$ cat src/rtl/univ_shift_reg_pkg.sv
// Shared types for the universal shift register: per-cycle modes, burst ops, FSM states.
// Imported by the burst controller and the top-level datapath.
package usr_pkg;

  typedef enum logic [2:0] {
    HOLD = 3'b000,
    LOAD = 3'b001,
    SHL  = 3'b010,
    SHR  = 3'b011,
    ROTL = 3'b100,
    ROTR = 3'b101
  } usr_mode_t;

  typedef enum logic [1:0] {
    B_SHL  = 2'b00,
    B_SHR  = 2'b01,
    B_ROTL = 2'b10,
    B_ROTR = 2'b11
  } usr_burst_op_t;

  typedef enum logic {
    IDLE  = 1'b0,
    BURST = 1'b1
  } state_t;

endpackage

$ cat src/rtl/univ_shift_reg_if.sv
// Control/data bundle for univ_shift_reg; master drives operations, slave is the register.
// The parity signal exists only when USR_PARITY_EN is defined.
interface univ_shift_reg_if #(
  parameter int WIDTH = 8,
  parameter int AMT_W = $clog2(WIDTH) + 1
);
  logic [2:0]       mode;
  logic [WIDTH-1:0] D;
  logic             sin_l;
  logic             sin_r;
  logic             start;
  logic [AMT_W-1:0] amt;
  logic [1:0]       burst_op;
  logic [WIDTH-1:0] Q;
  logic             sout_l;
  logic             sout_r;
  logic             busy;
  logic             done;
`ifdef USR_PARITY_EN
  logic             parity;

  modport master (
    output mode, D, sin_l, sin_r, start, amt, burst_op,
    input  Q, sout_l, sout_r, busy, done, parity
  );
  modport slave (
    input  mode, D, sin_l, sin_r, start, amt, burst_op,
    output Q, sout_l, sout_r, busy, done, parity
  );
`else
  modport master (
    output mode, D, sin_l, sin_r, start, amt, burst_op,
    input  Q, sout_l, sout_r, busy, done
  );
  modport slave (
    input  mode, D, sin_l, sin_r, start, amt, burst_op,
    output Q, sout_l, sout_r, busy, done
  );
`endif
endinterface

$ cat src/rtl/usr_burst_ctrl.sv
// Burst sequencer: counts amt back-to-back shift cycles from one start pulse, then pulses done.
// busy/done are registered; shift_en/mode_en are decoded from the current state for the datapath.
module usr_burst_ctrl
  import usr_pkg::*;
#(
  parameter int AMT_W = 4
) (
  input  logic          clk,
  input  logic          reset,
  input  logic          start,
  input  logic [AMT_W-1:0] amt,
  input  usr_burst_op_t burst_op,
  output logic          shift_en,
  output logic          mode_en,
  output usr_burst_op_t op,
  output logic          busy,
  output logic          done
);

  state_t           state;
  logic [AMT_W-1:0] cnt;

  always_ff @(posedge clk) begin
    if (reset) begin
      state <= IDLE;
      cnt   <= '0;
      op    <= B_SHL;
      busy  <= 1'b0;
      done  <= 1'b0;
    end else begin
      done <= 1'b0;
      case (state)
        IDLE: begin
          if (start) begin
            if (amt != '0) begin
              cnt   <= amt;
              op    <= burst_op;
              state <= BURST;
              busy  <= 1'b1;
            end else begin
              done <= 1'b1;
            end
          end
        end
        BURST: begin
          cnt <= cnt - AMT_W'(1);
          // Last shift happens on this edge, so busy drops and done rises together.
          if (cnt == AMT_W'(1)) begin
            state <= IDLE;
            busy  <= 1'b0;
            done  <= 1'b1;
          end
        end
        default: state <= IDLE;
      endcase
    end
  end

  assign shift_en = (state == BURST);
  assign mode_en  = (state == IDLE) && !start;

endmodule

$ cat src/rtl/univ_shift_reg.sv
// Universal WIDTH-bit register: hold/load/shift/rotate per cycle plus an N-shift burst engine.
// Define USR_PARITY_EN to add a registered even-parity output tracking ^Q.
module univ_shift_reg
  import usr_pkg::*;
#(
  parameter int               WIDTH     = 8,
  parameter logic [WIDTH-1:0] RESET_VAL = '0,
  parameter int               AMT_W     = $clog2(WIDTH) + 1
) (
  input  logic                  clk,
  input  logic                  reset,
  univ_shift_reg_if.slave       bus
);

  logic [WIDTH-1:0] q;
  logic [WIDTH-1:0] q_nxt;
  logic             shift_en;
  logic             mode_en;
  usr_burst_op_t    op;
  logic             busy;
  logic             done;

  usr_burst_ctrl #(.AMT_W(AMT_W)) u_ctrl (
    .clk      (clk),
    .reset    (reset),
    .start    (bus.start),
    .amt      (bus.amt),
    .burst_op (usr_burst_op_t'(bus.burst_op)),
    .shift_en (shift_en),
    .mode_en  (mode_en),
    .op       (op),
    .busy     (busy),
    .done     (done)
  );

  // Burst shifts take priority; mode only acts when idle with no start pending.
  always_comb begin
    q_nxt = q;
    if (shift_en) begin
      case (op)
        B_SHL:   q_nxt = {q[WIDTH-2:0], bus.sin_l};
        B_SHR:   q_nxt = {bus.sin_r, q[WIDTH-1:1]};
        B_ROTL:  q_nxt = {q[WIDTH-2:0], q[WIDTH-1]};
        B_ROTR:  q_nxt = {q[0], q[WIDTH-1:1]};
        default: q_nxt = q;
      endcase
    end else if (mode_en) begin
      case (usr_mode_t'(bus.mode))
        LOAD:    q_nxt = bus.D;
        SHL:     q_nxt = {q[WIDTH-2:0], bus.sin_l};
        SHR:     q_nxt = {bus.sin_r, q[WIDTH-1:1]};
        ROTL:    q_nxt = {q[WIDTH-2:0], q[WIDTH-1]};
        ROTR:    q_nxt = {q[0], q[WIDTH-1:1]};
        default: q_nxt = q;
      endcase
    end
  end

  always_ff @(posedge clk) begin
    if (reset) q <= RESET_VAL;
    else       q <= q_nxt;
  end

`ifdef USR_PARITY_EN
  logic parity_q;

  always_ff @(posedge clk) begin
    if (reset) parity_q <= ^RESET_VAL;
    else       parity_q <= ^q_nxt;
  end

  assign bus.parity = parity_q;
`endif

  assign bus.Q      = q;
  assign bus.sout_l = q[WIDTH-1];
  assign bus.sout_r = q[0];
  assign bus.busy   = busy;
  assign bus.done   = done;

endmodule

$ cat src/flat_wrapper.sv
// flat-port wrapper written by rule: the top's interface ports become plain ports
module univ_shift_reg_flat import usr_pkg::*;
#(
  parameter int               WIDTH     = 8,
  parameter logic [WIDTH-1:0] RESET_VAL = '0,
  parameter int               AMT_W     = $clog2(WIDTH) + 1
)
  (clk, reset, bus_mode, bus_D, bus_sin_l, bus_sin_r, bus_start, bus_amt, bus_burst_op, bus_Q, bus_sout_l, bus_sout_r, bus_busy, bus_done);
  univ_shift_reg_if #(.WIDTH(WIDTH), .AMT_W(AMT_W)) bus_i ();
  input  logic clk;
  input  logic reset;
  input wire logic [$bits(bus_i.mode)-1:0] bus_mode;
  input wire logic [$bits(bus_i.D)-1:0] bus_D;
  input wire logic [$bits(bus_i.sin_l)-1:0] bus_sin_l;
  input wire logic [$bits(bus_i.sin_r)-1:0] bus_sin_r;
  input wire logic [$bits(bus_i.start)-1:0] bus_start;
  input wire logic [$bits(bus_i.amt)-1:0] bus_amt;
  input wire logic [$bits(bus_i.burst_op)-1:0] bus_burst_op;
  output wire logic [$bits(bus_i.Q)-1:0] bus_Q;
  output wire logic [$bits(bus_i.sout_l)-1:0] bus_sout_l;
  output wire logic [$bits(bus_i.sout_r)-1:0] bus_sout_r;
  output wire logic [$bits(bus_i.busy)-1:0] bus_busy;
  output wire logic [$bits(bus_i.done)-1:0] bus_done;
  assign bus_i.mode = bus_mode;
  assign bus_i.D = bus_D;
  assign bus_i.sin_l = bus_sin_l;
  assign bus_i.sin_r = bus_sin_r;
  assign bus_i.start = bus_start;
  assign bus_i.amt = bus_amt;
  assign bus_i.burst_op = bus_burst_op;
  assign bus_Q = bus_i.Q;
  assign bus_sout_l = bus_i.sout_l;
  assign bus_sout_r = bus_i.sout_r;
  assign bus_busy = bus_i.busy;
  assign bus_done = bus_i.done;
  univ_shift_reg #(.WIDTH(WIDTH), .RESET_VAL(RESET_VAL), .AMT_W(AMT_W)) u_core (.clk(clk), .reset(reset), .bus(bus_i));
endmodule
$ cat config.mk
export PLATFORM = sky130hd
export DESIGN_NAME = univ_shift_reg_flat
export DESIGN_NICKNAME = d
export VERILOG_FILES = /design/src/rtl/univ_shift_reg_pkg.sv /design/src/rtl/univ_shift_reg_if.sv /design/src/rtl/usr_burst_ctrl.sv /design/src/rtl/univ_shift_reg.sv /design/src/flat_wrapper.sv
export SDC_FILE = /design/constraint.sdc
export NUM_CORES = 1
export LEC_CHECK = 0
export BUFFER_PORTS_ARGS = -buffer_cell sky130_fd_sc_hd__buf_2
export CORE_ASPECT_RATIO = 2
export CORE_MARGIN = 4
export CORE_UTILIZATION = 40
export DETAILED_ROUTE_END_ITERATION = 7
export GPL_ROUTABILITY_DRIVEN = 0
export SETUP_SLACK_MARGIN = 0.2
export SYNTH_ARGS = -nofsm -noshare
export SYNTH_HDL_FRONTEND = slang
export SYNTH_HIERARCHICAL = 1
export SYNTH_SLANG_ARGS = --single-unit
export TNS_END_PERCENT = 20
$ cat constraint.sdc
create_clock -name clk -period 4.05 [get_ports clk]
set_clock_uncertainty 0.05 [all_clocks]
set_input_delay 0.405 -clock clk [delete_from_list [all_inputs] [get_ports clk]]
set_output_delay 0.405 -clock clk [all_outputs]
set_load 0.02 [all_outputs]
## After elaboration in Yosys (flattened, before gate mapping)

Cells that the tools add are included.

| operators by class | value |
|---|---|
| equal/unequal tests | 12 |
| add/subtract/negate cells | 1 |
| mux-type cells | 19 |
| bitwise logic cells | 1 |
| reductions and logical operators | 10 |

Operators with widths:

| operator | number |
|---|---|
| $pmux W8 S5 | 1 |
| $pmux W8 S4 | 1 |
| $mux W8 | 2 |
| $mux W1 | 9 |
| $mux W4 | 2 |
| $pmux W4 S2 | 1 |
| $eq A3 B2 Y1 const B | 2 |
| $eq A3 B3 Y1 const B | 2 |
| $pmux W1 S2 | 3 |
| $reduce_and A3 Y1 | 2 |
| $reduce_bool A6 Y1 | 1 |
| $eq A2 B2 Y1 const B | 2 |
| $eq A4 B1 Y1 const B | 1 |
| $ne A2 B2 Y1 const B | 2 |
| $reduce_and A2 Y1 | 2 |
| $reduce_bool A4 Y1 | 1 |
| $sub A4 B1 Y4 const B | 1 |
| $eq A3 B1 Y1 const B | 1 |
| $eq A2 B1 Y1 const B | 1 |
| $logic_not A2 Y1 | 1 |
| $ne A2 B1 Y1 const B | 1 |
| $reduce_bool A2 Y1 | 1 |
| $logic_and A1 B1 Y1 | 1 |
| $logic_not A1 Y1 | 1 |
| $not A1 Y1 | 1 |

| storage, ports and cells | value |
|---|---|
| logic and storage cells | 49 |
| bits of input ports | 22 |
| output and inout bits | 12 |
| flip-flop bits (word level) | 17 |

## Logic depth before layout (Yosys ltp)

| logic depth | value |
|---|---|
| word-level depth | 4 |
| gate-level depth with buffers | 6 |
| depth with buffers taken out | 5 |

## By module

The synthesis kept the hierarchy.

By module, submodules not included:

| module | cells an instance | sequential area each (um^2) | area each (um^2) | instances |
|---|---|---|---|---|
| univ_shift_reg | 78 | 160.2 | 709.4 | 1 |
| usr_burst_ctrl | 54 | 180.2 | 460.4 | 1 |

## Worst setup path before layout

Ideal clock, no wire load.

| timing path | value |
|---|---|
| path type | input port to flip-flop |
| start | input bus_amt[0] |
| end | register u_core.u_ctrl.cnt[0] |
| data required time | 3.921 ns |
| slack | 2.465 ns |
| setup time | 0.079 ns |
| arrival time | 1.455 ns |
| cell stages on the path | 4 |
| buffers on the path | 1 |
| path through | or4_1 > buf_2 > a31o_1 > a211oi_2 |

| between the ends | value |
|---|---|
| cells in the longest elaborated chain, start to end | 3 |
| elaborated cells between the ends (all ways) | 6 |
| classes of those cells | eq/ne (1); mux (3); reduce/logical (2) |

RTL lines:

| what | RTL line | text |
|---|---|---|
| start, declared | flat_wrapper.sv:17 | `input wire logic [$bits(bus_i.amt)-1:0] bus_amt;` |
| $reduce_bool A4 Y1 / $mux W4 (equally long branches) | usr_burst_ctrl.sv:35 | `if (amt != '0) begin` |
| $ne A2 B2 Y1 (no source line) / $mux W4 (equally long branches) | n/a |  |
| $reduce_and A2 Y1 (no source line) / $pmux W4 S2 (equally long branches) | n/a |  |
| end signal, assigned | usr_burst_ctrl.sv:36 | `cnt <= amt;` |
| end signal, assigned | usr_burst_ctrl.sv:46 | `cnt <= cnt - AMT_W'(1);` |
| end, declared | usr_burst_ctrl.sv:21 | `logic [AMT_W-1:0] cnt;` |

Parallel ways exist; a longest one is shown, timed or not. The select of a mux whose other input is x is not followed.
A chain may end at the register's enable or synchronous reset.

## Worst setup path in the final report

| timing path | value |
|---|---|
| start | register u_core.u_ctrl.state (netlist: u_core/u_ctrl/shift_en) |
| end | register u_core.q[2] (netlist: u_core/bus.Q[2]) |

| between the ends | value |
|---|---|
| cells in the longest elaborated chain, start to end | 4 |
| elaborated cells between the ends (all ways) | 6 |
| classes of those cells | mux (1); bitwise (1); reduce/logical (4) |

RTL lines:

| what | RTL line | text |
|---|---|---|
| start, declared | usr_burst_ctrl.sv:20 | `state_t state;` |
| start signal, assigned | usr_burst_ctrl.sv:25 | `state <= IDLE;` |
| start signal, assigned | usr_burst_ctrl.sv:38 | `state <= BURST;` |
| start signal, assigned | usr_burst_ctrl.sv:49 | `state <= IDLE;` |
| $not A1 Y1 (no source line) | n/a |  |
| $logic_and A1 B1 Y1 | usr_burst_ctrl.sv:60 | `assign mode_en = (state == IDLE) && !start;` |
| $reduce_bool A2 Y1 (no source line) | n/a |  |
| $reduce_and A2 Y1 (no source line) | n/a |  |
| end signal, assigned | univ_shift_reg.sv:61 | `else q <= q_nxt;` |
| end, declared | univ_shift_reg.sv:15 | `logic [WIDTH-1:0] q;` |

Parallel ways exist; a longest one is shown, timed or not.

==> flow_summary.ini <==
[cts]
cts_buffer_depth = 2
cts_tree = built
insertion_delay_ns = 0.25
ctsHtreeMaxLevel = 1
clkTransAtPathRegs_ns = 0.07
cts_hold_buf = 0
ctsResizeCount = 0
cts_buffers = 3
cts.sinks = 17
clockRootBuffer = clkbuf_8
post_cts_buffers = 0

[timing]
whs_ns = 0.360
hold_violations = 0
grt_setup_unrepaired = false
fmax_ghz = 0.546
tightest_slew_ns = 0.846
setup_viol = 0
period_share_pct = 45.2
fin_crit_ns = 1.83
slew_headroom_pct = 43.5
slew_viol_final = 0
setup_tns_ns = 0

[detailed_routing]
finalWirelength_mm = 3.01
drc = 0
wl_per_cell_um = 16.1
dr.pass1.iters = 4
initialDrtViolationCount = 8
ant_nets = 0
vias = 1102
via_per_inst = 5.89

[critical_path]
worstSetupStartpointType = flip-flop
slowest_stage = dfxtp_1
crit_buf_inv = 1
slowest_delay_ns = 0.87
path_delay_family = flip-flops
arrival_ns = 1.98
cp_max_fo = 27
cp.required_ns = 4.20
cp-end-kind = flip-flop
crit_chain = inv_1, and4_4, a221oi_2, o21a_1
path_class = flip-flop to flip-flop

[power]
p_leak_nw = 0.570
power_density_nw_per_um2 = 357
total_power_mw = 0.484
peakVddDrop_v = 0.000182

[floorplan]
initial_core_util_pct = 42.2
coreArea_um2 = 2770
rows = 27
die_w_um = 46.2
dieArea_um2 = 3910
num_io_pins = 34
dieHeight_um = 84.5

[global_routing]
grt_pass1_vias = 1077
antenna_found_initial = 0
grt_pass1_wl_mm = 4.80
grt_overflow = 0
grt_usage_pct = 16.4
grt_max_degree = 28

[logic_synthesis]
synth_seq_cells = 17
ys_warn_count = 6
async_flop_share_pct = 0
synth_edf_count = 0
post_synth.cell_area_avg_um2 = 8.86
synthFlopType = dfxtp_1
synth_common_cells = a21oi_1, dfxtp_1, mux2i_1
synth_cell_types = 45
yosysTopAreaCell = dfxtp_1
synth_top_area_share_pct = 29.1
syn_inst = 132
syn-num-nets = 156
synth_most_common_cell = a21oi_1
synth.area.top_cells = dfxtp_1, mux2i_1, a21oi_1
synth.cell_area_um2 = 1170
yosysSeqAreaShare_pct = 29.1

[place]
dp_hpwl_mm = 2.32
port_buffers = 33

[final_layout]
antenna_cells = 0
area_growth_pct = 15.9
final_util_pct = 49.0
drive_gt1_share_pct = 30.4
nets = 183

[worst_hold_path]
hp-class = input port to flip-flop

[run_status]
status = finished, final reports clean

[flow_run]
cap_viol_max_count = 0
[cells by family after synthesis]
family                     Yosys count  share of synthesized area [%]
AOI/OAI and AO/OA                   44                           23.9
and+or+nand+nor                     30                           16.2
muxes                               21                           18.8
DFF                                 17                           29.1
buffers and inverters               16                           6.84
xor gates and xnor gates             2                           3.10
adders and majority gates            2                           2.14
[layer usage]
layer,GRT usage (%),vias up,wire [um]
li1,-,553,-
met1,16.5,520,1060
met2,30.7,25,1740
met3,2.58,4,154
met4,6.48,0,53
met5,0,-,0
[worst register-to-register path: stages, from the launching register on]
cell and delay [ns]:
dfxtp_1 0.87, inv_1 0.22, and4_4 0.24, a221oi_2 0.24, o21a_1 0.15
[path summary, 6_finish.rpt]
kind | start | endpoint | slack, ns | cells after the start
worst max-delay path | u_core/u_ctrl/shift_en | u_core/bus.Q[2] | 2.22 | 4
worst min-delay path | bus_burst_op[1] | u_core/u_ctrl/op[1] | 0.36 | 3
worst max register to register | u_core/u_ctrl/shift_en | u_core/bus.Q[2] | 2.22 | 4
worst min register to register | u_core/u_ctrl/busy | u_core/u_ctrl/busy | 0.47 | 2
[power breakdown]
part / switching, mW / leakage [nW] / total, mW / internal [mW]
Combinational: 0.0738 / 0.404 / 0.140 / 0.0660
Sequential: 0.0308 / 0.141 / 0.216 / 0.185
Clock: 0.0596 / 0.0255 / 0.128 / 0.0682
Total: 0.164 / 0.570 / 0.484 / 0.320
[cell usage in the layout (no fill, tap or decap), types with 2 or more instances in the layout]
cell type  Yosys  final
a211oi_1       2      2
a21oi_1       19     19
a31o_1         2      2
a31oi_1        2      2
buf_2          4     33
clkbuf_8       0      3
dfxtp_1       17     17
ha_1           2      2
inv_1          5      5
mux2_2         7      7
mux2i_1       13     13
nand2_1        3      3
nand3_1        3      3
nand3b_1       5      5
nor2_1         3      3
nor3_1         4      4
nor4_1         2      2
o21ai_0        3      3
o21ai_1        6      6
[metrics by stage]
step | cells | worst slack (ns) | cell area [um^2]
2_1_floorplan | 132 | 2.47 | 1170
3_3_place_gp | 183 | 2.26 | 1310
3_5_place_dp | 183 | 2.26 | 1310
4_1_cts | 187 | 2.26 | 1360
5_1_grt | 187 | 2.15 | 1360
6_report | 187 | 2.22 | 1360
[state kept, by name (all words and copies together), names as in the netlist]
register,flops
u_core/u_ctrl/op,2
u_core/bus.Q,8
u_core/u_ctrl/shift_en,1
u_core/u_ctrl/busy,1
u_core/u_ctrl/cnt,4
u_core/u_ctrl/done,1
[layout make-up]
class	count	area [um^2]
clock inverters	1	5.00
repair buffers	33	165
multi-input cells	99	749
inverters	5	18.8
well taps	29	36.3
fillers	289	1410
clock buffers	3	41.3
flip-flops and latches	17	340
Note: power is estimated with default switching activity, not from simulation.
